$ cat config.mk
export PLATFORM = sky130hd
export DESIGN_NAME = cnn_window_gen
export DESIGN_NICKNAME = d
export VERILOG_FILES = /design/src/rtl/cnn_window_gen.sv
export SDC_FILE = /design/constraint.sdc
export NUM_CORES = 1
export LEC_CHECK = 0
export ABC_AREA = 1
export CAP_MARGIN = 10
export CORE_ASPECT_RATIO = 0.5
export CORE_MARGIN = 2
export CORE_UTILIZATION = 60
export CTS_CLUSTER_DIAMETER = 120
export DETAILED_ROUTE_END_ITERATION = 6
export PLACE_DENSITY = 0.78
export SYNTH_ARGS = -nofsm -noshare
export SYNTH_HDL_FRONTEND = slang
export SYNTH_SLANG_ARGS = --single-unit
export TNS_END_PERCENT = 30
$ cat constraint.sdc
create_clock -name clk -period 3.6 [get_ports clk]
set_input_delay 0.9 -clock clk [delete_from_list [all_inputs] [get_ports clk]]
set_output_delay 0.9 -clock clk [all_outputs]
set_load 0.01 [all_outputs]
$ cat src/rtl/cnn_window_gen.sv
// Sliding-window generator for CNN convolution: builds KxK windows from a raster pixel
// stream using K-1 line buffers and per-row column history, with stride 1 or 2.
module cnn_window_gen #(
  parameter int DATA_WIDTH = 8,
  parameter int IMG_W      = 28,
  parameter int IMG_H      = 28,
  parameter int K          = 3,
  parameter int CH         = 1
) (
  input  logic                           clk,
  input  logic                           rst_n,
  input  logic                           clear,
  input  logic                           stride,
  input  logic                           in_valid,
  output logic                           in_ready,
  input  logic [CH*DATA_WIDTH-1:0]       in_data,
  output logic                           out_valid,
  input  logic                           out_ready,
  output logic [K*K*CH*DATA_WIDTH-1:0]   out_window,
  output logic                           out_last,
  output logic                           frame_done
);

  localparam int PIX_W = CH * DATA_WIDTH;
  localparam int WIN_W = K * K * PIX_W;
  localparam int COL_W = (IMG_W > 1) ? $clog2(IMG_W) : 1;
  localparam int ROW_W = (IMG_H > 1) ? $clog2(IMG_H) : 1;

  localparam logic [COL_W-1:0] COL_MAX   = COL_W'(IMG_W - 1);
  localparam logic [ROW_W-1:0] ROW_MAX   = ROW_W'(IMG_H - 1);
  localparam logic [COL_W-1:0] COL_FIRST = COL_W'(K - 1);
  localparam logic [ROW_W-1:0] ROW_FIRST = ROW_W'(K - 1);

  // With stride 2 the last qualifying column/row steps back by one when the
  // distance from the first window position to the image edge is odd.
  localparam int COL_LAST2_I = (((IMG_W - K) % 2) == 0) ? IMG_W - 1 : IMG_W - 2;
  localparam int ROW_LAST2_I = (((IMG_H - K) % 2) == 0) ? IMG_H - 1 : IMG_H - 2;
  localparam logic [COL_W-1:0] COL_LAST2 = COL_W'(COL_LAST2_I);
  localparam logic [ROW_W-1:0] ROW_LAST2 = ROW_W'(ROW_LAST2_I);

  // Frame position and per-frame stride
  logic [COL_W-1:0] col;
  logic [ROW_W-1:0] row;
  logic             stride_lat;

  // Pixel storage: K-1 previous rows, plus K-1 older columns for each window row
  logic [PIX_W-1:0] line_buf [K-1][IMG_W];
  logic [PIX_W-1:0] history  [K][K-1];
  logic [PIX_W-1:0] col_vec  [K];

  logic             accept;
  logic             first_pix;
  logic             last_pix;
  logic             col_hit;
  logic             row_hit;
  logic             complete;
  logic             last_win;
  logic [WIN_W-1:0] window_p0;

  logic             vld_p1;
  logic             last_p1;
  logic             done_p1;
  logic [WIN_W-1:0] win_p1;

  assign in_ready  = out_ready || !vld_p1;
  assign accept    = in_valid && in_ready && !clear;
  assign first_pix = (col == '0) && (row == '0);
  assign last_pix  = (col == COL_MAX) && (row == ROW_MAX);

  // Parity comparison implements the stride-2 modulo test
  assign col_hit  = (col >= COL_FIRST) && (!stride_lat || (col[0] == COL_FIRST[0]));
  assign row_hit  = (row >= ROW_FIRST) && (!stride_lat || (row[0] == ROW_FIRST[0]));
  assign complete = col_hit && row_hit;
  assign last_win = complete
                 && (col == (stride_lat ? COL_LAST2 : COL_MAX))
                 && (row == (stride_lat ? ROW_LAST2 : ROW_MAX));

  always_ff @(posedge clk or negedge rst_n) begin
    if (!rst_n) begin
      col        <= '0;
      row        <= '0;
      stride_lat <= 1'b0;
    end else if (clear) begin
      col <= '0;
      row <= '0;
    end else if (accept) begin
      if (first_pix) begin
        stride_lat <= stride;
      end
      if (col == COL_MAX) begin
        col <= '0;
        row <= (row == ROW_MAX) ? '0 : row + 1'b1;
      end else begin
        col <= col + 1'b1;
      end
    end
  end

  // Column of the current image position, oldest row first, live pixel last
  always_comb begin
    for (int r = 0; r < K - 1; r++) begin
      col_vec[r] = line_buf[r][col];
    end
    col_vec[K-1] = in_data;
  end

  always_comb begin
    window_p0 = '0;
    for (int r = 0; r < K; r++) begin
      for (int c = 0; c < K - 1; c++) begin
        window_p0[(r*K+c)*PIX_W +: PIX_W] = history[r][c];
      end
      window_p0[(r*K+K-1)*PIX_W +: PIX_W] = col_vec[r];
    end
  end

  // Storage is never reset: row/column gating keeps stale data out of windows
  always_ff @(posedge clk) begin
    if (accept) begin
      for (int r = 0; r < K; r++) begin
        for (int c = 0; c < K - 2; c++) begin
          history[r][c] <= history[r][c+1];
        end
        history[r][K-2] <= col_vec[r];
      end
      for (int r = 0; r < K - 2; r++) begin
        line_buf[r][col] <= line_buf[r+1][col];
      end
      line_buf[K-2][col] <= in_data;
    end
  end

  // ---- p0 -> p1: registered output stage ----
  always_ff @(posedge clk or negedge rst_n) begin
    if (!rst_n) begin
      vld_p1  <= 1'b0;
      last_p1 <= 1'b0;
      done_p1 <= 1'b0;
      win_p1  <= '0;
    end else if (clear) begin
      vld_p1  <= 1'b0;
      last_p1 <= 1'b0;
      done_p1 <= 1'b0;
    end else begin
      done_p1 <= accept && last_pix;
      if (accept && complete) begin
        win_p1  <= window_p0;
        vld_p1  <= 1'b1;
        last_p1 <= last_win;
      end else if (out_ready) begin
        vld_p1  <= 1'b0;
        last_p1 <= 1'b0;
      end
    end
  end

  assign out_valid  = vld_p1;
  assign out_last   = last_p1;
  assign out_window = win_p1;
  assign frame_done = done_p1;

endmodule

==> results_dict.tcl, run 1 <==
set metrics [dict create \
    rr_startpoint "col[0]" \
    fin_crit_ps 2970 \
    cts_root_buffer "clkbuf_16" \
    p_leak_nw 13.0 \
    critPathMaxStageDelay_ps 540 \
    postCtsSetupRepairBufs 0 \
    switchingPower_mw 5.74 \
    drv_slew 0 \
    finalNetCount 2627 \
    finClkSkew_ps 16.9 \
    crit_family "buffers and inverters" \
    die_h_um 149 \
    ys_seq_area_share_pct 68.0 \
    yosys-top-cells-area "edfxtp_1 59%, nand2_1 14%, dfrtp_1 8.6%, inv_1 7.5%, nand3_1 4.9%" \
    drt-initial-drc-count 1854 \
    setup_viol 0 \
    tightest_slew_ps 760 \
    dpl.hpwl_um 34600 \
    grt_pass1_vias 16300 \
    grt_first_pass_wirelength_um 89600 \
    port_buffers 89 \
    ys.flop_type "edfxtp_1" \
    critical_path.max_fanout 3 \
    rows 52 \
    synth-seq-cells 582 \
    switching_share_pct 32.1 \
    fin_ws_ps 633 \
    clock.fmax_mhz 337 \
    dp_slack_ps 560 \
    yosysWarnings 0 \
    cts_made_buffers 50 \
    wl_met3_um 6340 \
    drc 0 \
    antenna_found_initial 0 \
    maxCapViolations 0 \
    hold_viol_final 0 \
    place_congestion 0.839 \
    via_count 16900 \
    cts_tree "done" \
    power_mw 17.9 \
    track_usage_pct 27.2 \
    cp-start-kind "input port" \
    multiInputGateArea_mm2 0.00549 \
    io_pins 90 \
    ctsResizeCount 0 \
    setup_tns_ps 0 \
    crit_path_frequent_cell "clkdlybuf4s50_1" \
    rsz0062_at_grt "false" \
    viasPerCell 5.30 \
    crit_start "out_ready" \
    syn-num-nets 2520 \
    synth.avg_cell_area_um2 10.0 \
    start_util_pct 61.5 \
    crit_buf_inv 3 \
    m1WireLength_um 23200 \
    path_cells "clkdlybuf4s50_1, inv_2, nand2_2, clkdlybuf4s50_1" \
    final_cells 3183 \
    cpMaxStageDelayCell "clkdlybuf4s50_1" \
    p_comb_share_pct 25.1 \
    top_layer_used "met4" \
    peakVddDrop_mv 0.495 \
    yosysTopAreaCell "edfxtp_1" \
    drtAntennaViolNets 0 \
    ctsHoldBuffers 0 \
    worstPathArrival_ps 2070 \
    status "finished, final reports clean" \
    cts.clk_slew.worst_paths_ps 60 \
    relSlewSlack_pct 49.4 \
    p_int_mw 12.1 \
    synth_top_area_share_pct 59.4 \
    criticalPathCategory "input port to primary output" \
    grt_max_degree 113 \
    hold_path.class "input port to async pin" \
    p_clk_share_pct 29.3 \
    die_w_um 293 \
    synthArstFlopShare_pct 14.8 \
    clock_latency_ps 580 \
    area_growth_pct 12.8 \
    synth_cells 2498 \
    p_seq_share_pct 45.6 \
    drive_gt1_share_pct 6.73 \
    clockBufferDepth 3 \
    postRouteWirelength_um 58500 \
    dieArea_mm2 0.0435 \
    finalCritPeriodShare_pct 82.4 \
    end_kind "primary output" \
    routedWlPerCell_um 18.4 \
    coreArea_mm2 0.0408 \
    synth_edf_count 496 \
    cts.htree.levels 2 \
    syn_area_mm2 0.0251 \
    ff_latch_area_mm2 0.0171 \
    critPathRequiredTime_ps 2700 \
    ys_types 34 \
    wl_met2_um 27100 \
    clock-sinks 582 \
    overflow 0 \
    dr.pass1.iters 6 \
    nFillCells 2765 \
    dp.cells 3093 \
    antennaDiodeCount 0 \
    powerDensity_mw_per_mm2 633 \
]
-- sequential cells by signal, indices dropped and copies added (netlist names) --
signal      cells
out_last        1
out_window     72
history        48
frame_done      1
col             5
row             5
line_buf      448
out_valid       1
stride_lat      1
-- logic make-up after synthesis --
family | synth area share [%]
and+or+nand+nor | 21.0
DFF | 68.0
xor gates and xnor gates | 0.0699
buffers and inverters | 10.1
AOI/OAI and AO/OA | 0.389
adders and majority gates | 0.399
-- path summary, 6_finish.rpt --
path / endpoint / slack [ps] / cells past startpoint
setup / recovery: in_ready / 630 / 4
hold / removal: out_window[35] / 330 / 1
setup reg to reg: line_buf[0][112] / 690 / 10
hold reg to reg: out_window[7] / 440 / 2
max in group asynchronous: out_window[21] / 2620 / 2
min in group clk: out_window[7] / 440 / 2
-- synth_stat cells, types with 6 or more instances --
library cell,instances
inv_1,499
clkinv_1,7
dfrtp_1,86
nand2_1,941
nand3_1,247
o21ai_0,6
buf_4,33
buf_2,49
inv_2,6
nand3_2,18
nor2_1,52
edfxtp_1,496
ha_1,8
buf_1,11
clkbuf_1,6
-- cell type report --
| cell class | instances | share of cell area [%] |
|---|---|---|
| inverter | 513 | 6.83 |
| clock buffer | 78 | 5.35 |
| sequential | 582 | 60.3 |
| timing repair buffer | 159 | 5.49 |
| clock inverter | 12 | 0.208 |
| tap | 540 | 2.39 |
| multi-input combinational | 1299 | 19.4 |
-- per-stage QoR --
| step | cell area, um^2 | hold slack (ps) | utilization, % |
|---|---|---|---|
| floorplan | 25100 | 418 | - |
| global placement | 26700 | 421 | 65.4 |
| detailed placement | 26700 | 430 | 65.4 |
| CTS | 28300 | 329 | 69.3 |
| global route | 28300 | 356 | 69.3 |
| finish | 28300 | 327 | 69.3 |
-- metal layers --
metal  vias up  GRT usage, %
met4         0          9.13
met3       123          5.26
li1       7962             -
met2       856          44.3
met1      7934          37.4
met5         -             0
-- cell usage in the layout, fill, tap and decap left out, drive strengths merged, types with 2 or more instances in the layout --
cell / synthesis / routed
nand2: 944 / 944
inv: 506 / 507
edfxtp: 496 / 496
nand3: 265 / 265
clkdlybuf4s50: 0 / 88
dfrtp: 86 / 86
clkbuf: 6 / 78
buf: 98 / 71
nor2: 58 / 58
clkinv: 7 / 18
ha: 8 / 8
o21ai: 8 / 8
a21oi: 5 / 5
a31oi: 2 / 2
xor2: 2 / 2
nor3: 2 / 2
-- power groups by stage --
| stage | logic, mW | registers [mW] | clock network [mW] |
|---|---|---|---|
| after detailed placement | 4.38 | 8.29 | 0 |
| after global placement | 4.27 | 8.28 | 0 |
| final | 4.48 | 8.15 | 5.25 |
| after CTS | 4.42 | 8.15 | 5.27 |
| after floorplan | 2.95 | 8.23 | 0 |
| after global routing | 4.89 | 8.17 | 5.54 |
No activity file was read; power rests on OpenSTA's default activity.
==> run 2: changes to the inputs <==
CORE_UTILIZATION = 55   (was 60)
PLACE_DENSITY = 0.76   (was 0.78)
clock period = 2.5 ns   (was 3.6 ns; I/O delays follow)
==> results_dict.tcl, run 2 (synthesis gave the netlist of run 1 again) <==
set metrics [dict create \
    status "finished, final reports clean" \
    most-common-layout-cells "938 x nand2_1, 499 x inv_1, 496 x edfxtp_1" \
    end_kind "flop" \
    routedWlPerCell_um 17.9 \
    layout_commonest_cell "nand2_1" \
    start_util_pct 55.6 \
    drv_slew 0 \
    clockBufferDepth 3 \
    critical_path.max_fanout 107 \
    drc 0 \
    r2r_setup_slack_ps 190 \
    crit_path_frequent_cell "nand2_1" \
    cts_root_buffer "clkbuf_16" \
    cp-start-kind "flop" \
    tightest_slew_ps 677 \
    dr.pass1.iters 5 \
    postCtsSetupRepairBufs 0 \
    clock-sinks 582 \
    peakVddDrop_mv 0.939 \
    relSlewSlack_pct 54.8 \
    viasPerCell 5.15 \
    drive_gt1_share_pct 9.45 \
    dpl.hpwl_um 36500 \
    via_count 16900 \
    worstPathArrival_ps 2620 \
    cts_made_buffers 51 \
    cts.clk_slew.worst_paths_ps 60 \
    die_h_um 155 \
    finalNetCount 2675 \
    overflow 0 \
    largest_reg_flops 448 \
    drtAntennaViolNets 0 \
    antennaDiodeCount 0 \
    place_congestion 0.873 \
    setup_viol 0 \
    critPathMaxStageDelay_ps 510 \
    port_buffers 89 \
    io_pins 90 \
    antenna_found_initial 2 \
    final_cell_area_mm2 0.0293 \
    finClkSkew_ps 27.3 \
    grt_first_pass_wirelength_um 90400 \
    cts.htree.levels 2 \
    grt_max_degree 108 \
    regMostFlops "line_buf" \
    clock.fmax_mhz 433 \
    p_leak_nw 13.3 \
    coreArea_mm2 0.0451 \
    postRouteWirelength_um 58800 \
    placed_area_mm2 0.0278 \
    critPathRequiredTime_ps 2810 \
    rows 55 \
    grt_pass1_vias 16500 \
    finalCritPeriodShare_pct 92.3 \
    path_cells "buf_12, nand2_1, nand3_1, nand2_1, nand2_1, nand2_1, nand2_1, nand3_2, buf_12" \
    clock_latency_ps 590 \
    track_usage_pct 25.0 \
    rsz0062_at_grt "false" \
    cpMaxStageDelayCell "dfrtp_4" \
    die_w_um 306 \
    fin_crit_ps 2310 \
    drt-initial-drc-count 1754 \
    hold_path.class "input port to async pin" \
    hold_viol_final 0 \
    powerDensity_mw_per_mm2 892 \
    maxCapViolations 0 \
    criticalPathCategory "flop to flop" \
    cts_tree "done" \
    area_growth_pct 16.9 \
    dieArea_mm2 0.0474 \
    reg2reg_depth 9 \
    finalHoldWorstSlack_ps 10.1 \
]
==> run 2: cell types whose count changed in the layout (fill, tap and decap cells not counted), sizes merged <==
cell and change:
clkdlybuf4s50 -1, clkbuf -13, dlymetal6s2s +1, clkinv +7, inv +3, clkinvlp +1, buf +47, bufinv +1
==> run 2: timing repair <==
action	CTS	global route
gates resized for setup	0	1
hold buffers	0	0
setup endpoints to repair	0	1
==> run 2: worst paths after layout <==
| check | from | end |
|---|---|---|
| worst max-delay path | col[0] | line_buf[0][96] |
| worst min-delay path | rst_n | out_window[35] |
| worst max register to register | col[0] | line_buf[0][96] |
| worst min register to register | history[1][8] | out_window[24] |
| max in group asynchronous | rst_n | col[0] |
| min in group clk | history[1][8] | out_window[24] |
==> run 2: worst max-delay path, delay by kind of cell, from the launching register on <==
| family | cells | cell delay (ps) |
|---|---|---|
| DFF | 1 | 510 |
| and+or+nand+nor | 7 | 780 |
| buffers and inverters | 2 | 640 |
==> run 2: layer usage <==
layer | vias up | GRT usage [%] | share of wire [%] | wire length [um]
li1 | 8064 | - | - | -
met1 | 8098 | 32.6 | 41 | 24200
met2 | 657 | 42.0 | 48 | 28300
met3 | 115 | 5.82 | 8.2 | 4810
met4 | 0 | 7.72 | 2.7 | 1620
met5 | - | 0 | 0 | 0
==> run 2: stage by stage <==
stage / power (mW) / utilization (%) / cells / setup TNS (ps) / setup slack [ps]
final: 26.1 / 65.0 / 3287 / 0 / 193
after floorplan: 16.2 / - / 2498 / -101330 / -320
after detailed placement: 18.9 / 61.7 / 3198 / -33560 / -121
after CTS: 26.1 / 65.0 / 3287 / 0 / 7.09
after global placement: 18.7 / 61.7 / 3198 / -26010 / -101
after global routing: 27.2 / 65.0 / 3287 / 0 / 139
==> run 2: power breakdown <==
part | switching (mW) | internal [mW] | total (mW)
logic | 5.07 | 2.08 | 7.14
clock network | 3.44 | 3.88 | 7.32
registers | 0.127 | 11.6 | 11.7
==> run 2: layout make-up <==
type                       instances  area (um^2)
sequential                       582        17100
multi-input combinational       1299         5740
fill                            3242        15800
clock inverter                    24          150
tap                              598          748
inverter                         513         1940
clock buffer                      65         1340
timing repair buffer             206         2340
